`config.mk`:
```
export PLATFORM = sky130hd
export DESIGN_NAME = control_sequencer
export DESIGN_NICKNAME = d
export VERILOG_FILES = /design/src/rtl/control_sequencer.sv
export SDC_FILE = /design/constraint.sdc
export NUM_CORES = 1
export LEC_CHECK = 0
export CAP_MARGIN = 20
export CORE_AREA = 3 3 48 50
export DETAILED_ROUTE_END_ITERATION = 8
export DIE_AREA = 0 0 51 53
export PLACE_DENSITY = 0.8
export SYNTH_ARGS = -nofsm -noshare
export SYNTH_HDL_FRONTEND = slang
export SYNTH_SLANG_ARGS = --single-unit
```
`constraint.sdc`:
```
create_clock -name clk -period 2.2 [get_ports clk]
set_clock_uncertainty 0.2 [all_clocks]
set_input_delay 0.33 -clock clk [delete_from_list [all_inputs] [get_ports clk]]
set_output_delay 0.33 -clock clk [all_outputs]
set_load 0.005 [all_outputs]
```
`src/rtl/control_sequencer.sv`:
```
// Fetch/decode/execute control sequencer for the 8-bit single-bus CPU.
// Optional single-step mode is enabled by defining CU_STEP_EN (adds the step input and a WAIT state).
module control_sequencer #(
    parameter int REG_SEL_W  = 3,
    parameter int ALU_MODE_W = 3,
    parameter int ACC_SEL    = 0
) (
    input  logic                  clk,
    input  logic                  reset,
`ifdef CU_STEP_EN
    input  logic                  step,
`endif
    input  logic [7:0]            ireg,
    input  logic                  flag_zero,
    input  logic                  flag_carry,
    output logic                  c_rin,
    output logic                  c_rou,
    output logic [REG_SEL_W-1:0]  sel_in,
    output logic [REG_SEL_W-1:0]  sel_out,
    output logic                  c_aen,
    output logic                  c_aou,
    output logic [ALU_MODE_W-1:0] alu_mode,
    output logic                  c_mai,
    output logic                  c_ien,
    output logic                  c_pce,
    output logic                  c_pci,
    output logic                  c_pcd,
    output logic                  c_pco,
    output logic                  c_meo,
    output logic                  c_mwe,
    output logic                  flag_z,
    output logic                  flag_c,
    output logic                  halted,
    output logic                  illegal
);

    typedef enum logic [2:0] {
        S_F0, S_F1, S_E0, S_E1, S_E2, S_HALT, S_WAIT
    } state_t;

    typedef enum logic [3:0] {
        OP_NOP = 4'h0,
        OP_MOV = 4'h1,
        OP_LDI = 4'h2,
        OP_LD  = 4'h3,
        OP_ST  = 4'h4,
        OP_ALU = 4'h5,
        OP_JMP = 4'h6,
        OP_JZ  = 4'h7,
        OP_JC  = 4'h8,
        OP_HLT = 4'hF
    } opcode_t;

    typedef struct packed {
        logic                  rin;
        logic                  rou;
        logic [REG_SEL_W-1:0]  sel_in;
        logic [REG_SEL_W-1:0]  sel_out;
        logic                  aen;
        logic                  aou;
        logic [ALU_MODE_W-1:0] alu_mode;
        logic                  mai;
        logic                  ien;
        logic                  pce;
        logic                  pci;
        logic                  pco;
        logic                  meo;
        logic                  mwe;
    } ctrl_t;

    state_t  state, state_next;
    ctrl_t   ctrl;
    logic    illegal_q;
    logic    illegal_set;
    logic    flag_load;
    logic    jump_taken;
    opcode_t opcode;

    logic [REG_SEL_W-1:0] rd_sel, rs_sel, acc_sel;

    assign opcode  = opcode_t'(ireg[7:4]);
    assign rd_sel  = REG_SEL_W'(ireg[3:2]);
    assign rs_sel  = REG_SEL_W'(ireg[1:0]);
    assign acc_sel = REG_SEL_W'(ACC_SEL);

    assign jump_taken = (opcode == OP_JMP)
                      | ((opcode == OP_JZ) & flag_z)
                      | ((opcode == OP_JC) & flag_c);

`ifdef CU_STEP_EN
    logic step_q;
    logic step_rise;
    localparam state_t S_DONE = S_WAIT;

    assign step_rise = step & ~step_q;

    always_ff @(posedge clk or negedge reset) begin
        if (!reset) step_q <= 1'b0;
        else        step_q <= step;
    end
`else
    localparam state_t S_DONE = S_F0;
`endif

    // NOTE: sequential state uses non-blocking assignments so every register samples pre-edge values.
    always_ff @(posedge clk or negedge reset) begin
        if (!reset) begin
            state     <= S_F0;
            flag_z    <= 1'b0;
            flag_c    <= 1'b0;
            illegal_q <= 1'b0;
        end else begin
            state <= state_next;
            if (flag_load) begin
                flag_z <= flag_zero;
                flag_c <= flag_carry;
            end
            if (illegal_set) illegal_q <= 1'b1;
        end
    end

    // NOTE: every signal written here gets a default first, so no path can infer a latch.
    always_comb begin
        state_next  = state;
        ctrl        = '0;
        flag_load   = 1'b0;
        illegal_set = 1'b0;

        case (state)
            S_F0: begin
                ctrl.pco   = 1'b1;
                ctrl.mai   = 1'b1;
                state_next = S_F1;
            end
            S_F1: begin
                ctrl.meo   = 1'b1;
                ctrl.ien   = 1'b1;
                ctrl.pci   = 1'b1;
                state_next = S_E0;
            end
            S_E0: begin
                case (opcode)
                    OP_NOP: state_next = S_DONE;
                    OP_MOV: begin
                        ctrl.rou     = 1'b1;
                        ctrl.sel_out = rs_sel;
                        ctrl.rin     = 1'b1;
                        ctrl.sel_in  = rd_sel;
                        state_next   = S_DONE;
                    end
                    OP_LDI, OP_LD, OP_ST: begin
                        ctrl.pco   = 1'b1;
                        ctrl.mai   = 1'b1;
                        state_next = S_E1;
                    end
                    OP_ALU: begin
                        ctrl.aen      = 1'b1;
                        ctrl.alu_mode = ALU_MODE_W'(ireg[2:0]);
                        flag_load     = 1'b1;
                        state_next    = S_E1;
                    end
                    OP_JMP, OP_JZ, OP_JC: begin
                        if (jump_taken) begin
                            ctrl.pco   = 1'b1;
                            ctrl.mai   = 1'b1;
                            state_next = S_E1;
                        end else begin
                            // Not taken: step the PC over the operand byte.
                            ctrl.pci   = 1'b1;
                            state_next = S_DONE;
                        end
                    end
                    OP_HLT: state_next = S_HALT;
                    default: begin
                        illegal_set = 1'b1;
                        state_next  = S_HALT;
                    end
                endcase
            end
            S_E1: begin
                state_next = S_DONE;
                case (opcode)
                    OP_LDI: begin
                        ctrl.meo    = 1'b1;
                        ctrl.rin    = 1'b1;
                        ctrl.sel_in = rd_sel;
                        ctrl.pci    = 1'b1;
                    end
                    OP_LD, OP_ST: begin
                        ctrl.meo   = 1'b1;
                        ctrl.mai   = 1'b1;
                        ctrl.pci   = 1'b1;
                        state_next = S_E2;
                    end
                    OP_ALU: begin
                        ctrl.aou      = 1'b1;
                        ctrl.rin      = 1'b1;
                        ctrl.sel_in   = acc_sel;
                        ctrl.alu_mode = ALU_MODE_W'(ireg[2:0]);
                    end
                    OP_JMP, OP_JZ, OP_JC: begin
                        ctrl.meo = 1'b1;
                        ctrl.pce = 1'b1;
                    end
                    default: ;
                endcase
            end
            S_E2: begin
                state_next = S_DONE;
                if (opcode == OP_LD) begin
                    ctrl.meo    = 1'b1;
                    ctrl.rin    = 1'b1;
                    ctrl.sel_in = rd_sel;
                end else if (opcode == OP_ST) begin
                    ctrl.rou     = 1'b1;
                    ctrl.sel_out = rs_sel;
                    ctrl.mwe     = 1'b1;
                end
            end
            S_HALT: state_next = S_HALT;
`ifdef CU_STEP_EN
            S_WAIT: if (step_rise) state_next = S_F0;
`endif
            default: state_next = S_F0;
        endcase
    end

    // Reset masks the strobes combinationally: the reset state is F0, whose strobes must not reach the datapath.
    always_comb begin
        c_rin    = 1'b0;
        c_rou    = 1'b0;
        sel_in   = '0;
        sel_out  = '0;
        c_aen    = 1'b0;
        c_aou    = 1'b0;
        alu_mode = '0;
        c_mai    = 1'b0;
        c_ien    = 1'b0;
        c_pce    = 1'b0;
        c_pci    = 1'b0;
        c_pco    = 1'b0;
        c_meo    = 1'b0;
        c_mwe    = 1'b0;
        if (reset) begin
            c_rin    = ctrl.rin;
            c_rou    = ctrl.rou;
            sel_in   = ctrl.sel_in;
            sel_out  = ctrl.sel_out;
            c_aen    = ctrl.aen;
            c_aou    = ctrl.aou;
            alu_mode = ctrl.alu_mode;
            c_mai    = ctrl.mai;
            c_ien    = ctrl.ien;
            c_pce    = ctrl.pce;
            c_pci    = ctrl.pci;
            c_pco    = ctrl.pco;
            c_meo    = ctrl.meo;
            c_mwe    = ctrl.mwe;
        end
    end

    assign c_pcd   = 1'b0;
    assign halted  = reset & (state == S_HALT);
    assign illegal = illegal_q;

endmodule

```
==> results.toml <==
[drt]
drt_wl_total_um = 3500
drc = 0
firstDrtPassIters = 4
vias_per_cell = 5.51
ant_nets = 0
vias = 1091
drtIter0Drc = 17
wl_per_cell_um = 17.7

[placed_design]
gp_congestion = 0.968
dpl_cell_area_sq_um = 1290
hpwl_um = 2040
pre_cts_ws_ps = -721
port_buffers = 33

[clocking]
cts_made_buffers = 3
cts_tree = "built"
clk_latency_ps = 250
root_buffer = "clkbuf_4"
clock-sinks = 6
cts_max_path_buffers = 2
clk_pin_slew_ps = 50
htree_levels = 1

[grt]
antenna_found_initial = 0
grt_max_degree = 10
grt_pass1_vias = 1145
grt_usage = 0.253
grt_pass1_wl_um = 5170
overflow = 0

[power_and_ir_drop]
cellPowerDensity_nw_per_um2 = 780
power.total_mw = 1.22
ir_drop_v = 0.000715
leakagePower_nw = 0.782

[timing]
fin_ws_ps = -176
fin_crit_sh = 1.08
setup_tns_ps = -987
rsz0062_at_grt = "yes"
fmax_mhz = 421
maxSlewViolCount = 0
hold_viol = 0
fin_crit_ps = 2380
setup_viol = 7

[critical_path]
cp-end-kind = "output port"
worstPathCellList = "and2b_2 > buf_6 > a22oi_2 > or4_4 > nor2_2 > buf_2"
startpoint_type = "register"
crit_arrival_ps = 1850
crit_family = "simple AND/OR/NAND/NOR gates"
path_class = "reg2out"
crit_fanout = 3
worstSetupStartpoint = "state[1]"
crit_required_ps = 1670
slowest_delay_ps = 540
cp_slowest_cell = "or4_4"
cp_num_buf_inv = 2
r2r_start = "state[2]"

[die]
num_io_pins = 37
initial_core_util = 0.381
fp-row-count = 16
core_sq_um = 1940
dieHeight_um = 53
die_width_um = 51
die_area_sq_um = 2700

[yosys]
synthDistinctLibCells = 42
yosys-top-cells-area = "dfrtp_1, buf_4, inv_1, mux2_2, nand2b_1"
ys_seq_area_frac = 0.203
synthCells = 96
synthFlopType = "dfrtp_1"
synth-edff-count = 0
async_flop_share = 1.00
syn_area_sq_um = 741
syn_area_per_cell_sq_um = 7.72
synth_top_area_cell = "dfrtp_1"
synth_top_area_share = 0.203
ys_warn_count = 0
ys_seq_elements = 6

[layout]
drive_gt1_frac = 0.608
multi_input_area_sq_um = 704
layout.nets = 185
layout_common_cells = "buf_4, buf_2, clkdlybuf4s50_1, buf_6, inv_1"
area_growth_syn_to_layout_pct = 111
layout_commonest_cell = "buf_4"
regArea_sq_um = 150
n_antenna_cell = 0
final_area_sq_um = 1570
fillers = 124

[flow_run]
maxCapViolCount = 0

[status]
status = "complete, but fails checks"
violations = "negative setup slack"

[worst_hold_path]
worstHoldPathType = "in2async"
## cell type report
class,instances,share of cell area
Timing Repair Buffer,79,0.396
Clock buffer,3,0.0144
Tap cell,27,0.0216
Multi-Input combinational cell,74,0.450
Sequential cell,6,0.0959
Inverter,9,0.0216
## routing by layer
metal / global-route usage / vias to the layer above / wire length [um]
met1: 0.249 / 529 / 1320
met4: 0.179 / 0 / 202
met2: 0.485 / 49 / 1830
met3: 0.0310 / 18 / 144
li1: - / 495 / -
met5: 0 / - / 0
## flip-flops by register name (all words and copies together) (netlist names)
register  cells
state         3
flag_c        1
flag_z        1
illegal       1
## where the power goes
group / switching, mW / total, mW / internal [mW]
combinational: 0.413 / 0.904 / 0.490
sequential: 0.0544 / 0.214 / 0.160
clock: 0.0410 / 0.103 / 0.0618
total: 0.509 / 1.22 / 0.712
## kinds of logic after synthesis
kind of cell | count (synthesis) | share of synthesized area
other | 1 | 0.00506
buffers and inverters | 18 | 0.132
DFF | 6 | 0.203
AOI/OAI and AO/OA | 22 | 0.230
muxes | 4 | 0.0591
and+or+nand+nor | 45 | 0.372
## final timing paths
kind | endpoint | slack [ps] | depth (start not counted)
max | sel_out[0] | -180 | 6
min | flag_c | 110 | 3
max reg2reg | flag_z | 470 | 6
min reg2reg | illegal | 280 | 1
max in group asynchronous | state[2] | 1540 | 3
min in group clk | illegal | 280 | 1
## synthesized netlist by cell type (2+ instances only)
master    instances
a21oi_1           4
nor3_2            2
and2_1            4
nor2_1            8
a22oi_1           2
nor3_1            3
buf_2             3
or4_1             2
buf_4             5
and2b_1           2
and3_1            2
o31a_1            2
nor4b_1           2
nand2b_1          5
nand2_1           6
inv_1             9
mux2_2            3
nand3_1           2
dfrtp_1           6
o21ai_0           2
## repair_timing
action,in CTS,in global routing
buffers inserted,10,6
gates resized for setup,95,30
pin swaps,14,14
setup endpoints to repair,19,16
hold buffers,0,0
## metrics by stage
step / cells / hold slack (ps) / utilization
final: 198 / 108 / 0.806
after global routing: 198 / 131 / 0.806
after CTS: 194 / 82.1 / 0.758
after detailed placement: 181 / 265 / 0.664
after global placement: 181 / 243 / 0.664
after floorplan: 98 / -166 / -
## worst min-delay path, stage by stage
cell and delay, ps:
dlygate4sd2_1 300, buf_6 140, buf_4 110
No activity file was read; power rests on OpenSTA's default activity.
